$ cat src/rtl/uart_tx_arbiter.sv
// Shares one async_transmitter between NREQ byte sources. By default it uses round-robin grants.
// Build option TXARB_FIXED_PRIO_EN: fixed priority, where the lowest requesting index always wins.
module uart_tx_arbiter #(
  parameter int NREQ          = 4,
  parameter int GW            = 2,
  parameter int BUSY_WAIT_MAX = 16
) (
  input  logic              clk50m,
  input  logic              reset,
  input  logic [NREQ-1:0]   req,
  input  logic [8*NREQ-1:0] req_data,
  output logic [NREQ-1:0]   ack,
  output logic [GW-1:0]     grant_id,
  output logic              arb_busy,
  output logic              err_timeout,
  output logic              tx_start,
  output logic [7:0]        tx_data,
  input  logic              tx_busy,
  output logic [2:0]        dbg_state
);

  // Handshake: a requester holds req (and its byte) until it sees its ack bit for one cycle;
  // the transmitter is started by a one-cycle tx_start and owns the line while tx_busy is high.
  localparam int CW = (BUSY_WAIT_MAX > 2) ? $clog2(BUSY_WAIT_MAX) : 1;

  typedef enum logic [2:0] {
    S_IDLE      = 3'd0,
    S_START     = 3'd1,
    S_WAIT_BUSY = 3'd2,
    S_WAIT_DONE = 3'd3,
    S_ACK       = 3'd4
  } state_t;

  state_t          state_q, state_d;
  logic [GW-1:0]   grant_q, grant_d;
  logic [7:0]      data_q, data_d;
  logic [NREQ-1:0] ack_q, ack_d;
  logic            start_q, start_d;
  logic            tout_q, tout_d;
  logic            busy_q, busy_d;
  logic [CW-1:0]   wait_cnt_q, wait_cnt_d;

  logic            win_found;
  logic [GW-1:0]   win_id;

`ifdef TXARB_FIXED_PRIO_EN
  always_comb begin
    win_found = 1'b0;
    win_id    = '0;
    for (int i = NREQ - 1; i >= 0; i--) begin
      if (req[GW'(i)]) begin
        win_found = 1'b1;
        win_id    = GW'(i);
      end
    end
  end
`else
  logic [GW-1:0] last_grant_q, last_grant_d;

  // Scan starts one past the last winner so every held request is reached within NREQ grants.
  always_comb begin
    int            idx;
    logic [GW-1:0] idx_g;
    win_found = 1'b0;
    win_id    = '0;
    idx       = 0;
    idx_g     = '0;
    for (int i = 0; i < NREQ; i++) begin
      idx = int'(last_grant_q) + 1 + i;
      if (idx >= NREQ) idx = idx - NREQ;
      idx_g = GW'(idx);
      if (!win_found && req[idx_g]) begin
        win_found = 1'b1;
        win_id    = idx_g;
      end
    end
  end
`endif

  always_comb begin
    state_d    = state_q;
    grant_d    = grant_q;
    data_d     = data_q;
    wait_cnt_d = wait_cnt_q;
    ack_d      = '0;
    start_d    = 1'b0;
    tout_d     = 1'b0;
`ifndef TXARB_FIXED_PRIO_EN
    last_grant_d = last_grant_q;
`endif
    case (state_q)
      S_IDLE: begin
        if (win_found && !tx_busy) begin
          state_d = S_START;
          grant_d = win_id;
          data_d  = req_data[{win_id, 3'b000} +: 8];
          start_d = 1'b1;
        end
      end
      S_START: begin
        wait_cnt_d = '0;
        state_d    = S_WAIT_BUSY;
      end
      S_WAIT_BUSY: begin
        if (tx_busy) begin
          state_d = S_WAIT_DONE;
        end else begin
          wait_cnt_d = wait_cnt_q + CW'(1);
          // Counter stops at the limit: leaving for ACK means it never wraps.
          if (wait_cnt_d == CW'(BUSY_WAIT_MAX - 1)) begin
            state_d = S_ACK;
            ack_d   = NREQ'(1) << grant_q;
            tout_d  = 1'b1;
          end
        end
      end
      S_WAIT_DONE: begin
        if (!tx_busy) begin
          state_d = S_ACK;
          ack_d   = NREQ'(1) << grant_q;
        end
      end
      S_ACK: begin
`ifndef TXARB_FIXED_PRIO_EN
        last_grant_d = grant_q;
`endif
        state_d = S_IDLE;
      end
      default: state_d = S_IDLE;
    endcase
    busy_d = (state_d != S_IDLE);
  end

  always_ff @(posedge clk50m or negedge reset) begin
    if (!reset) begin
      state_q    <= S_IDLE;
      grant_q    <= '0;
      data_q     <= '0;
      ack_q      <= '0;
      start_q    <= 1'b0;
      tout_q     <= 1'b0;
      busy_q     <= 1'b0;
      wait_cnt_q <= '0;
    end else begin
      state_q    <= state_d;
      grant_q    <= grant_d;
      data_q     <= data_d;
      ack_q      <= ack_d;
      start_q    <= start_d;
      tout_q     <= tout_d;
      busy_q     <= busy_d;
      wait_cnt_q <= wait_cnt_d;
    end
  end

`ifndef TXARB_FIXED_PRIO_EN
  // Reset hands the first turn to requester 0.
  always_ff @(posedge clk50m or negedge reset) begin
    if (!reset) last_grant_q <= GW'(NREQ - 1);
    else        last_grant_q <= last_grant_d;
  end
`endif

  assign ack         = ack_q;
  assign grant_id    = grant_q;
  assign arb_busy    = busy_q;
  assign err_timeout = tout_q;
  assign tx_start    = start_q;
  assign tx_data     = data_q;
  assign dbg_state   = state_q;

endmodule
$ cat config.mk
export PLATFORM = sky130hd
export DESIGN_NAME = uart_tx_arbiter
export DESIGN_NICKNAME = d
export VERILOG_FILES = /design/src/rtl/uart_tx_arbiter.sv
export SDC_FILE = /design/constraint.sdc
export NUM_CORES = 1
export LEC_CHECK = 0
export BUFFER_PORTS_ARGS = -buffer_cell sky130_fd_sc_hd__buf_2
export CORE_UTILIZATION = 40
export DETAILED_ROUTE_END_ITERATION = 8
export GPL_TIMING_DRIVEN = 0
export PLACE_DENSITY_LB_ADDON = 0.25
export SYNTH_ARGS = -nofsm -noshare
export SYNTH_HDL_FRONTEND = slang
export SYNTH_SLANG_ARGS = --single-unit
$ cat constraint.sdc
create_clock -name clk50m -period 1.9 [get_ports clk50m]
set_input_delay 0.285 -clock clk50m [delete_from_list [all_inputs] [get_ports clk50m]]
set_output_delay 0.285 -clock clk50m [all_outputs]
set_load 0.02 [all_outputs]
==> flow_summary_export.csv <==
group,metric,value,unit
run_status,status,"complete, but fails checks",
run_status,violations,"negative hold slack, negative setup slack",
clock_tree,cts-htree-levels,1,
clock_tree,cts_buffers,3,
synth,syn_nets,186,
flow_run,max_cap_violations,0,
synth,syn_area_per_cell,10.5,um^2
synth,yosys-top-cells-count,"dfrtp_1, nand3_1, nand2_1, mux2i_1, nor2_1",
sta,setup_ws,-0.0641,ns
worst_setup_path,arrival,2.12,ns
synth,syn-cell-area,1520,um^2
sta,finalCritPeriodShare,103,%
clock_tree,ctsRootBufferMaster,"clkbuf_8",
worst_setup_path,worstPathMaxFanout,5,
clock_tree,cts_tree,"built",
finish,areaGrowthSynthToFinish,38.3,%
finish,antennaDiodeCount,0,
sta,fin_crit,1.96,ns
route,wl_per_cell,13.9,um
floorplanning,start_util,41.6,%
sta,slew_headroom,62.3,%
finish,layout-drive-gt1-share,48.6,%
synth,syn_inst,145,
sta,hold_viol_final,4,
global_routing,antenna_found_initial,0,
route,ant_nets,0,
worst_setup_path,cpMaxStageDelayCell,"dfstp_2",
global_routing,grt_overflow,0,
power_and_ir_drop,ir_worst_vdd,0.000720,V
global_routing,grt_pass1_wl,6370,um
placed_design,place_area,1890,um^2
power_and_ir_drop,power_density,1400,nW/um^2
floorplanning,coreArea,3660,um^2
synth,synth_cell_type_count,35,
placed_design,place.detailed.hpwl,2660,um
floorplanning,die-width,63.7,um
global_routing,grt_max_degree,27,
synth,yosysMostFrequentCell,"dfrtp_1",
clock_tree,insertion_delay,0.27,ns
route,drt_iter0_markers,84,
synth,ys_seq_area_share,42.9,%
synth,synth_flop_cell,"dfrtp_1",
route,viasPerCell,5.34,
finish,stdcell_area,2110,um^2
sta,setup_violations,8,
sta,finalHoldWorstSlack,-0.00414,ns
finish,nets,260,
placed_design,portBuffers,58,
power_and_ir_drop,p_leak,1.03,nW
synth,yosysTopAreaCellShare,39.4,%
worst_setup_path,endpoint_kind,"register",
floorplanning,die_h,63.7,um
synth,synth.area.top_cells,"dfrtp_1, mux2i_1, nand3_1, a221o_1, mux2_2",
worst_setup_path,critical-path-max-stage-delay,0.58,ns
route,routed_wl,3690,um
sta,tightestPinTransition,0.565,ns
floorplanning,die_area,4060,um^2
clock_tree,ctsHoldBuffers,0,
route,vias,1420,
worst_setup_path,critical_path_required,2.05,ns
route,drc_errors,0,
global_routing,grt_usage,19.7,%
floorplanning,io_pins,59,
clock_tree,cts_buffer_depth,2,
worst_setup_path,crit_type,"reg2reg",
sta,drv_slew,0,
sta,finClkSkew,0.00278,ns
sta,rsz0062_at_grt,"yes",
synth,yosys_warnings,0,
worst_setup_path,cp_top_family,"flip-flops",
placed_design,place.gp.congestion,0.776,
power_and_ir_drop,p_total,2.94,mW
route,first_pass_iters,4,
worst_setup_path,startpoint_type,"register",
floorplanning,row_count,22,
global_routing,grt_pass1_vias,1454,
hold_path,min_path_type,"in2async",
clock_tree,clk_pin_slew,0.09,ns
synth,async_reset_ff_share,100,%
sta,fmaxAchievable,0.509,GHz
clock_tree,cts.sinks,26,
worst_setup_path,cp_cell_sequence,"mux2i_1 > o221a_1 > buf_6 > buf_12 > mux2_4 > a221o_1",
synth,yosys.area.top_type,"dfrtp_1",
synth,synth_enable_flop_cells,0,
synth,ys_ff_latch,26,
worst_setup_path,path_buf_inv,2,
-- path summary, 6_finish.rpt --
path,start,endpoint,slack (ns),cells after the start
max,last_grant_q[1]$_DFFE_PN1N_,tx_data[7]$_DFFE_PN0P_,-0.06,6
min,reset,arb_busy$_DFF_PN0_,-0.004,1
max reg2reg,last_grant_q[1]$_DFFE_PN1N_,tx_data[7]$_DFFE_PN0P_,-0.06,6
min reg2reg,tx_data[0]$_DFFE_PN0P_,tx_data[0]$_DFFE_PN0P_,0.53,1
max in group asynchronous,reset,dbg_state[0]$_DFF_PN0_,1.50,1
min in group clk50m,tx_busy,dbg_state[0]$_DFF_PN0_,0.30,3
-- layout make-up --
| class | count | area [um^2] |
|---|---|---|
| sequential | 26 | 654 |
| timing repair buffer | 71 | 412 |
| fill | 321 | 1550 |
| buffer | 6 | 88.8 |
| tap | 48 | 60.1 |
| inverter | 3 | 18.8 |
| clock buffer | 4 | 55.1 |
| multi-input combinational | 108 | 820 |
-- placed cells by master (no fill, tap or decap), drive strengths merged, types with 3 or more instances in the layout --
cell / n
dfrtp: 24
nor4b: 3
nor3: 4
inv: 3
o21ai: 7
a21oi: 7
buf: 75
clkbuf: 5
a221o: 8
mux2i: 10
mux2: 10
nor2: 10
nand2: 13
nand3: 17
-- metal layers --
layer	part of all wire [%]	vias to the layer above	track usage (%)
met5	0	-	0
met4	0.62	0	4.26
met3	4.2	4	3.08
met2	53	42	38.4
met1	42	693	22.0
li1	-	681	-
-- per-stage QoR --
stage | util [%] | TNS, ns | instances | worst slack (ns)
floorplan | - | -0.325 | 145 | -0.0649
global placement | 51.6 | -0.502 | 251 | -0.0880
detailed placement | 51.6 | -0.535 | 251 | -0.165
CTS | 57.3 | -0.276 | 267 | -0.0509
global route | 57.6 | -0.686 | 266 | -0.113
finish | 57.6 | -0.311 | 266 | -0.0641
-- cell families (layout without fill, tap and decap cells) --
kind of cell | count (synthesis) | after routing | synth area share, %
buffers and inverters | 11 | 84 | 8.29
DFF | 26 | 26 | 42.9
adders and majority gates | 2 | 2 | 1.64
muxes | 20 | 20 | 14.2
and+or+nand+nor | 56 | 56 | 18.3
AOI/OAI and AO/OA | 30 | 30 | 14.7
-- flip-flops by register name (all words and copies together), names as in the netlist --
signal,count
tx_data,8
ack,4
wait_cnt_q,4
dbg_state,3
grant_id,2
last_grant_q,2
arb_busy,1
err_timeout,1
tx_start,1
-- power by group --
group,leakage (nW),internal (mW),total (mW),switching (mW)
registers,0.329,0.767,0.952,0.185
clock network,0.0288,0.185,0.356,0.170
logic,0.671,0.802,1.63,0.832
total,1.03,1.75,2.94,1.19
-- timing repair --
action | in CTS | in global routing
pin swaps | 9 | 5
setup endpoints to repair | 8 | 9
gates cloned | 0 | 0
buffers inserted | 13 | 0
resized for setup | 15 | 5
(Power assumes the default switching activity.)
